$ cat config.mk
export PLATFORM = sky130hd
export DESIGN_NAME = scurve_sweep_ctrl
export DESIGN_NICKNAME = d
export VERILOG_FILES = /design/src/rtl/scurve_sweep_ctrl.sv
export SDC_FILE = /design/constraint.sdc
export NUM_CORES = 1
export LEC_CHECK = 0
export CAP_MARGIN = 20
export CORE_ASPECT_RATIO = 0.6
export CORE_UTILIZATION = 46
export DETAILED_ROUTE_END_ITERATION = 12
export PLACE_DENSITY_LB_ADDON = 0.12
export SYNTH_ARGS = -nofsm -noshare
export SYNTH_HDL_FRONTEND = slang
export SYNTH_SLANG_ARGS = --single-unit
$ cat constraint.sdc
create_clock -name Clk -period 4.3 [get_ports Clk]
set_input_delay 0.86 -clock Clk [delete_from_list [all_inputs] [get_ports Clk]]
set_output_delay 0.86 -clock Clk [all_outputs]
set_load 0.1 [all_outputs]
$ cat src/rtl/scurve_sweep_ctrl.sv
// S-curve threshold sweep controller: steps the trigger DAC, runs the per-channel
// measurement and frames count words into the readout FIFO. Optional macro: SCURVE_WORD_CHECK_EN.
module scurve_sweep_ctrl #(
  parameter int CHN_NUM   = 64,
  parameter int DAC_WIDTH = 10
) (
  input  logic                 Clk,
  input  logic                 reset,
  input  logic                 Sweep_Start,
  input  logic                 Sweep_Stop,
  input  logic [DAC_WIDTH-1:0] Start_Dac,
  input  logic [DAC_WIDTH-1:0] End_Dac,
  input  logic [DAC_WIDTH-1:0] Dac_Step,
  input  logic                 Single_Chn_Mode,
  input  logic [5:0]           Single_Chn_Sel,
  output logic [DAC_WIDTH-1:0] Dac_Code,
  output logic                 Dac_Load,
  input  logic                 Dac_Load_Done,
  output logic [5:0]           Channel_Sel,
  output logic                 SCurve_Test_Start,
  input  logic                 One_Channel_Done,
  input  logic [15:0]          SCurve_Data,
  input  logic                 SCurve_Data_wr_en,
  output logic [15:0]          Out_Data,
  output logic                 Out_Data_wr_en,
  input  logic                 Out_Fifo_Full,
  output logic                 Sweep_Busy,
  output logic                 Sweep_Done,
  output logic                 Overflow_Err,
  output logic                 Word_Cnt_Err
);

  typedef enum logic [3:0] {
    IDLE, DAC_SET, DAC_WAIT, DAC_HDR, CHN_HDR,
    CHN_START, CHN_WAIT, NEXT, TRAILER, DONE
  } state_t;

  localparam logic [5:0] LAST_CHN = 6'(CHN_NUM - 1);

  state_t               state;
  logic                 stop_latched;
  logic                 done_prev;
  logic                 done_edge;
  logic [DAC_WIDTH:0]   dac_next;

  // Widened sum so a step past the top of the code range ends the sweep instead of wrapping.
  function automatic logic [DAC_WIDTH:0] next_code(input logic [DAC_WIDTH-1:0] code,
                                                   input logic [DAC_WIDTH-1:0] step);
    logic [DAC_WIDTH-1:0] s;
    s = (step == '0) ? DAC_WIDTH'(1) : step;
    return {1'b0, code} + {1'b0, s};
  endfunction

  assign dac_next  = next_code(Dac_Code, Dac_Step);
  assign done_edge = One_Channel_Done & ~done_prev;

  always_ff @(posedge Clk or posedge reset) begin
    if (reset) begin
      state             <= IDLE;
      stop_latched      <= 1'b0;
      done_prev         <= 1'b0;
      Dac_Code          <= '0;
      Dac_Load          <= 1'b0;
      Channel_Sel       <= '0;
      SCurve_Test_Start <= 1'b0;
      Out_Data          <= '0;
      Out_Data_wr_en    <= 1'b0;
      Sweep_Busy        <= 1'b0;
      Sweep_Done        <= 1'b0;
      Overflow_Err      <= 1'b0;
    end else begin
      done_prev         <= One_Channel_Done;
      Dac_Load          <= 1'b0;
      SCurve_Test_Start <= 1'b0;
      Sweep_Done        <= 1'b0;
      Out_Data_wr_en    <= 1'b0;
      if (Sweep_Stop) stop_latched <= 1'b1;

      // Count words are forwarded in any state; they never coincide with header writes.
      if (SCurve_Data_wr_en) begin
        if (Out_Fifo_Full) begin
          Overflow_Err <= 1'b1;
        end else begin
          Out_Data       <= SCurve_Data;
          Out_Data_wr_en <= 1'b1;
        end
      end

      case (state)
        IDLE: if (Sweep_Start) begin
          Dac_Code     <= Start_Dac;
          stop_latched <= 1'b0;
          Overflow_Err <= 1'b0;
          Sweep_Busy   <= 1'b1;
          state        <= DAC_SET;
        end
        DAC_SET: begin
          Dac_Load <= 1'b1;
          state    <= DAC_WAIT;
        end
        DAC_WAIT: if (Dac_Load_Done) state <= DAC_HDR;
        DAC_HDR: if (!Out_Fifo_Full) begin
          Out_Data       <= 16'hE000 | 16'(Dac_Code);
          Out_Data_wr_en <= 1'b1;
          Channel_Sel    <= Single_Chn_Mode ? Single_Chn_Sel : 6'd0;
          state          <= CHN_HDR;
        end
        CHN_HDR: if (!Out_Fifo_Full) begin
          Out_Data       <= 16'hC000 | 16'(Channel_Sel);
          Out_Data_wr_en <= 1'b1;
          state          <= CHN_START;
        end
        CHN_START: begin
          SCurve_Test_Start <= 1'b1;
          state             <= CHN_WAIT;
        end
        CHN_WAIT: if (done_edge) state <= NEXT;
        NEXT: begin
          if (stop_latched) begin
            state <= TRAILER;
          end else if (!Single_Chn_Mode && Channel_Sel < LAST_CHN) begin
            Channel_Sel <= Channel_Sel + 6'd1;
            state       <= CHN_HDR;
          end else if (dac_next > {1'b0, End_Dac}) begin
            state <= TRAILER;
          end else begin
            Dac_Code <= dac_next[DAC_WIDTH-1:0];
            state    <= DAC_SET;
          end
        end
        TRAILER: if (!Out_Fifo_Full) begin
          Out_Data       <= 16'hFF45;
          Out_Data_wr_en <= 1'b1;
          state          <= DONE;
        end
        DONE: begin
          Sweep_Done <= 1'b1;
          Sweep_Busy <= 1'b0;
          state      <= IDLE;
        end
        default: state <= IDLE;
      endcase
    end
  end

`ifdef SCURVE_WORD_CHECK_EN
  logic [2:0] word_cnt;
  logic [2:0] word_cnt_inc;

  // Includes a word arriving on the same cycle as the done edge; saturates at 7.
  assign word_cnt_inc = (SCurve_Data_wr_en && word_cnt != 3'd7) ? word_cnt + 3'd1 : word_cnt;

  always_ff @(posedge Clk or posedge reset) begin
    if (reset) begin
      word_cnt     <= '0;
      Word_Cnt_Err <= 1'b0;
    end else begin
      word_cnt <= (state == CHN_START) ? 3'd0 : word_cnt_inc;
      if (state == IDLE && Sweep_Start)
        Word_Cnt_Err <= 1'b0;
      else if (state == CHN_WAIT && done_edge && word_cnt_inc != 3'd6)
        Word_Cnt_Err <= 1'b1;
    end
  end
`else
  assign Word_Cnt_Err = 1'b0;
`endif

endmodule

Word level (Yosys, flattened, before mapping):

Index checks and enable logic that the tools add are counted.
W data, S select, Z words.

* add/sub/neg operators: 2
* magnitude comparators: 2
* equality and inequality tests: 19
* muxes and demuxes: 43
* bitwise logic cells: 2
* reductions and logical operators: 12

Operators with widths (count)
* $mux W16: 5
* $mux W10: 5
* $pmux W16 S3: 1
* $mux W4: 9
* $pmux W4 S9: 1
* $mux W6: 4
* $ne A2 B2 Y1 const B: 10
* $pmux W10 S2: 1
* $eq A4 B3 Y1 const B: 4
* $mux W1: 15
* $pmux W6 S2: 1
* $add A10 B10 Y11: 1
* $gt A11 B10 Y1: 1
* $logic_not A10 Y1: 1
* $eq A4 B2 Y1 const B: 2
* $eq A4 B4 Y1 const B: 2
* $add A6 B1 Y6 const B: 1
* $lt A6 B6 Y1 const B: 1
* $reduce_and A6 Y1: 1
* $reduce_bool A2 Y1: 3
* $reduce_and A5 Y1: 1
* $eq A4 B1 Y1 const B: 1
* $logic_not A4 Y1: 1
* $reduce_and A4 Y1: 1
* 7 further kinds: 7

* flip-flop bits (word level): 44
* input bits: 61
* output and inout bits: 39
* word-level logic and storage cells: 92

Depth between registers and ports, before layout:

* depth in word-level cells: 8
* mapped depth: 17
* mapped depth without buffers: 16

Worst setup path before layout:

OpenSTA, ideal clock, no wires.

* path kind: input-to-reg
* start point: input Dac_Step[1]
* end point: register Dac_Code[9]
* library setup time: 126 ps
* arrival: 3872 ps
* data required time: 4174 ps
* path slack: 303 ps
* stages: 17
* path buffers: 1
* cell sequence: nor3_1 -> a31o_2 -> ha_1 -> fa_1 -> a21oi_1 -> o21ai_0 -> a31oi_1 -> xnor2_1 -> ha_1 -> nand4_1 -> nor2_1 -> o21ai_0 -> o2111ai_1 -> o2bb2ai_1 -> o21a_1 -> buf_6 -> mux2_4

* cells in the longest elaborated chain, start to end: 7
* elaborated cells between the ends (all ways): 10
* those cells by class: 1 x add/sub; 1 x order compare; 1 x eq/ne; 5 x mux; 2 x reduce/logical

RTL lines
* from (decl): RTL line 13 `input logic [DAC_WIDTH-1:0] Dac_Step,`
* $logic_not A10 Y1: RTL line 50 `s = (step == '0) ? DAC_WIDTH'(1) : step;`
* $mux W10 (*): RTL line 50
* $add A10 B10 Y11 (*): RTL line 51 `return {1'b0, code} + {1'b0, s};`
* branches (longest 4 deep; another with $gt A11 B10 Y1)
* to (signal assigned): RTL line 91 `Dac_Code <= Start_Dac;`
* to (signal assigned): RTL line 127 `Dac_Code <= dac_next[DAC_WIDTH-1:0];`
* to (decl): RTL line 16 `output logic [DAC_WIDTH-1:0] Dac_Code,`

Mark *: on every way between the ends. The select of a mux whose other input is x is not followed.
A chain may end at the register's enable or synchronous reset.

Worst setup path after layout:

* start point: input Dac_Step[2]
* end point: register state[0]

* cells in the longest elaborated chain, start to end: 8

RTL lines
* $logic_not A10 Y1: RTL line 50
* $mux W10 (*): RTL line 50
* $add A10 B10 Y11 (*): RTL line 51
* $gt A11 B10 Y1 (*): RTL line 124 `end else if (dac_next > {1'b0, End_Dac}) begin`
* $mux W4 (*): RTL line 124
* $mux W4 (*): RTL line 121 `end else if (!Single_Chn_Mode && Channel_Sel < LAST_CHN) begin`
* $mux W4 (*): RTL line 119 `if (stop_latched) begin`
* $pmux W4 S9 (*): RTL line 89 `case (state)`
* to (signal assigned): RTL line 120 `state <= TRAILER;`
* to (signal assigned): RTL line 123 `state <= CHN_HDR;`
* to (signal assigned): RTL line 125 `state <= TRAILER;`
* to (decl): RTL line 40 `state_t state;`

Mark *: on every way between the ends. The rest lies on a longest branch, timed or not.

==> out/results.md <==
| Step | Item | Reported |
| --- | --- | --- |
| critical path | Arrival time reported for the critical path endpoint | 4340 ps |
| synth | Area fraction in compound gates after synthesis | 0.255 |
| final layout | Area taken by multi-input logic gates | 1820 um^2 |
| synth | Combinational family with the most area after synthesis | compound AO/OA/AOI/OAI gates |
| critical path | Beginning of the worst register-to-register path | Dac_Code[1] |
| grt | Antenna violations before repair | 0 |
| place | Final HPWL DP | 6900 um |
| critical path | Series of cell instances along the critical path | clkdlybuf4s50_1 > nor3_1 > a31o_2 > ha_4 > fa_2 > a21oi_4 > o21ai_4 > a31oi_4 > xnor2_2 > ha_1 > nand4_1 > buf_4 > o2111ai_2 > o2bb2ai_2 > buf_4 > buf_4 > o21ai_0 > a22o_1 |
| clock tree | Clock-pin transition on the worst setup and hold timing paths | 70 ps |
| synth | Synth top area share | 0.371 |
| critical path | Critical Path Source Type | primary input |
| grt | GR Layer Usage met2 | 0.357 |
| synth | Top FF cell, synth | sky130_fd_sc_hd__dfrtp_1 |
| die | X dimension of the die | 106 um |
| grt | Vias in the first global route | 2,786 |
| synth | Dominant cells by area after synthesis | sky130_fd_sc_hd__dfrtp_1 37%, sky130_fd_sc_hd__ha_1 8.9%, sky130_fd_sc_hd__a21oi_1 5.1% |
| run status | Run status | finished clean |
| final layout | Area occupied by registers | 1100 um^2 |
| critical path | Cell with the largest stage delay on the worst path | sky130_fd_sc_hd__clkdlybuf4s50_1 |
| routing | Average wire per standard cell | 17.2 um |
| clock tree | H-tree depth | 2 |
| grt | Global-route wire length before repair | 14,200 um |
| critical path | Reg-to-reg endpoint | Dac_Code[1] |
| critical path | Critical path buffer and inverter count | 4 |
| grt | Global routing's busiest layer | met1 |
| routing | Drc violations | 0 |
| critical path | Kind of cell adding the most delay to the critical path | compound AO/OA/AOI/OAI gates |
| sta | Setup-violating endpoint count in the final report | 0 |
| synth | Synth Area in XOR/XNOR | 0.0177 |
| grt | Largest net degree at the start of global routing | 45 |
| grt | Routing usage on met3 | 0.0571 |
| synth | Mapped Cells | 333 |
| synth | Share of synthesized cell area in full adder, half adder and majority cells | 0.0953 |
| final layout | Share of final-layout standard cells stronger than drive strength 1 | 0.133 |
| routing | Detailed Route WL | 9070 um |
| final layout | Highest-count cells in the layout ignoring fill and taps | 92 x sky130_fd_sc_hd__clkdlybuf4s50_1, 44 x sky130_fd_sc_hd__dfrtp_1, 36 x sky130_fd_sc_hd__nor2_1 |
| clock tree | Total CTS buffers | 5 |
| synth | Avg Cell Area, Syn | 8.91 um^2 |
| synth | Number of distinct standard cells referenced by the synthesized netlist | 49 |
| sta | Maximum frequency from static timing analysis | 0.241 GHz |
| synth | Net count after synthesis | 416 |
| worst hold path | Hold Path Class | flip-flop to flip-flop |
| final layout | Number of diodes | 0 |
| sta | Post-route clock period utilization | 0.967 |
| critical path | Type of destination of the critical path | flip-flop |
| synth | Post-synth EDFFs | 0 |
| clock tree | Number of hold buffers added after CTS | 0 |
| final layout | Most common library cell in the layout ignoring fill and taps | sky130_fd_sc_hd__clkdlybuf4s50_1 |
| critical path | CP dominant cell by count | sky130_fd_sc_hd__buf_4 |
| grt | Global-route track usage on met1 | 0.442 |
| synth | Post-Syn Area | 2970 um^2 |
| critical path | Worst-case register-to-register setup slack | 830 ps |
| sta | Final clock skew | 6.51 ps |
| die | Die height | 64.2 um |
| critical path | First element of the critical path | Dac_Step[2] |
| place | Global placement routability congestion | 0.864 |
| sta | Time the final worst path needs with I/O delays and setup | 4160 ps |
| die | Count of boundary I/O pins | 100 |
| final layout | Layout Area Growth over Synthesis | 47.3% |
| die | Die ar. | 6790 um^2 |
| clock tree | CTS Root Cell | sky130_fd_sc_hd__clkbuf_8 |
| critical path | Number of cells on the critical path | 18 |
| sta | Worst-margin pin slew | 993 ps |
| synth | FFs w/ async S/R, synth | 1.00 |
| critical path | Max stage delay on crit path | 480 ps |
| routing | Starting DRC count in detailed routing | 217 |
| clock tree | Clock tree buffer depth | 2 |
| critical path | Worst R2R Path Depth | 14 |
| final layout | Net count, final | 526 |
| die | Std cell rows | 22 |
| sta | Max-Slew Margin vs Limit | 0.333 |
| clock tree | TritonCTS clock tree | built |
| die | CORE AREA | 6170 um^2 |
| sta | Hold Fails Final Rpt | 0 |
| routing | Overall via count from detail_route | 2,993 |
| critical path | Critical path required time | 4480 ps |
| critical path | Largest fanout of any net on the critical path | 3 |
| grt | GRT Resource Usage Total | 0.269 |
| routing | Number of detailed-route iterations in the first pass | 5 |
| synth | Proportion of synthesized area in mux cells | 0.0599 |
| clock tree | Clock latency at the later pin of the worst-skew pair | 290 ps |
| place | Port Buffer Count | 98 |
| clock tree | Number of clock sinks | 44 |
| die | Starting utilization of the core area | 0.481 |
| synth | Post-synthesis register bit count | 44 |
| synth | Sequential fraction of the synthesis area | 0.371 |
| synth | Number of synthesis warnings | 0 |
| routing | Via density per instance | 5.67 |
| final layout | Final-layout fill cell count | 476 |
| grt | Sum of overflow across all layers after global routing | 0 |
| sta | Number of max-slew violations in the final report | 0 |
| final layout | Post-layout util | 0.709 |
| synth | Share of synthesized cell area in and, or, nand and nor gates | 0.144 |
| flow run | Max-capacitance violation count | 0 |
| critical path | End point of the critical path | state[0] |
| critical path | WS Path Type | primary input to flip-flop |
| synth | Yosys top cell by area | sky130_fd_sc_hd__dfrtp_1 |
| routing | Remaining antenna violation count after routing | 0 |
-- layer usage --
metal | vias to the layer above | wire, um
met4 | 0 | 55
met1 | 1395 | 4600
li1 | 1436 | -
met2 | 153 | 3570
met3 | 9 | 846
met5 | - | 0
-- cells in the mapped netlist (5+ instances only) --
cell,instances
sky130_fd_sc_hd__ha_1,21
sky130_fd_sc_hd__nor3_1,8
sky130_fd_sc_hd__a21o_1,5
sky130_fd_sc_hd__nand2_1,20
sky130_fd_sc_hd__o21ai_0,15
sky130_fd_sc_hd__nand3_1,6
sky130_fd_sc_hd__a21oi_1,30
sky130_fd_sc_hd__dfrtp_1,44
sky130_fd_sc_hd__clkbuf_1,20
sky130_fd_sc_hd__a22o_1,16
sky130_fd_sc_hd__nor2_1,38
sky130_fd_sc_hd__o21a_1,5
sky130_fd_sc_hd__mux2i_1,14
sky130_fd_sc_hd__inv_1,18
sky130_fd_sc_hd__a31oi_1,8
sky130_fd_sc_hd__a221oi_1,5
-- flip-flops by register name (all words and copies together) (netlist names) --
name / count
Out_Data_wr_en: 1
Channel_Sel: 6
SCurve_Test_Start: 1
done_prev: 1
Dac_Code: 10
Overflow_Err: 1
Out_Data: 16
stop_latched: 1
Sweep_Done: 1
Sweep_Busy: 1
Dac_Load: 1
state: 4
-- area by class of cell --
| cell class | instances | share of cell area |
|---|---|---|
| multi-input cells | 248 | 0.415 |
| flip-flops and latches | 44 | 0.252 |
| inverters | 18 | 0.0155 |
| repair buffers | 126 | 0.273 |
| well taps | 84 | 0.0240 |
| clock buffers | 8 | 0.0206 |
-- what timing repair did --
action / in CTS / in global routing
pin swaps: 12 / 14
resized for setup: 16 / 14
endpoints found under the setup margin: 12 / 12
setup buffers: 4 / 2
cloned: 0 / 0
-- cell families (layout without fill, tap and decap cells) --
kind of cell / count (synthesis) / count (layout)
adder cells (fa/ha/maj): 22 / 22
AND/OR/NAND/NOR: 93 / 93
multiplexers: 17 / 17
AO/OA/AOI/OAI: 109 / 109
flip-flops: 44 / 44
other: 1 / 1
buffers and inverters: 41 / 152
XOR/XNOR: 6 / 6
-- stage by stage --
| step | hold WS (ps) | cells | TNS, ps | setup slack (ps) | instance area, um^2 |
|---|---|---|---|---|---|
| after floorplan | 572 | 333 | 0 | 303 | 2970 |
| after global placement | 475 | 515 | -5590 | -562 | 4130 |
| after detailed placement | 486 | 515 | -8070 | -786 | 4130 |
| after CTS | 503 | 527 | 0 | 10.2 | 4300 |
| after global routing | 537 | 528 | -59.1 | -15.2 | 4370 |
| final | 503 | 528 | 0 | 143 | 4370 |
-- worst min path at each step --
stage,start,to,slack [ps],depth (start not counted)
6_report,Out_Data[13],Out_Data[13],500,1
5_1_grt,Out_Data[13],Out_Data[13],540,1
4_1_cts,Out_Data[13],Out_Data[13],500,1
3_5_place_dp,Out_Data[13],Out_Data[13],490,1
3_3_place_gp,Out_Data[13],Out_Data[13],480,1
2_1_floorplan,state[0],Dac_Load,570,2
-- worst register-to-register path: stages (launching register included) --
cell,delay (ps)
sky130_fd_sc_hd__dfrtp_1,490
sky130_fd_sc_hd__ha_1,380
sky130_fd_sc_hd__a211oi_2,210
sky130_fd_sc_hd__nor2_2,90
sky130_fd_sc_hd__o31ai_4,300
sky130_fd_sc_hd__a21oi_2,110
sky130_fd_sc_hd__xor2_1,220
sky130_fd_sc_hd__ha_1,290
sky130_fd_sc_hd__nor2b_1,130
sky130_fd_sc_hd__o21ai_1,200
sky130_fd_sc_hd__o2111ai_2,140
sky130_fd_sc_hd__o2bb2ai_2,150
sky130_fd_sc_hd__o21a_1,240
sky130_fd_sc_hd__buf_4,170
sky130_fd_sc_hd__a22o_1,230
Power is left out: the tool's default activity adds up to more than one toggle a clock period on the data nets, which glitch-free logic cannot reach.
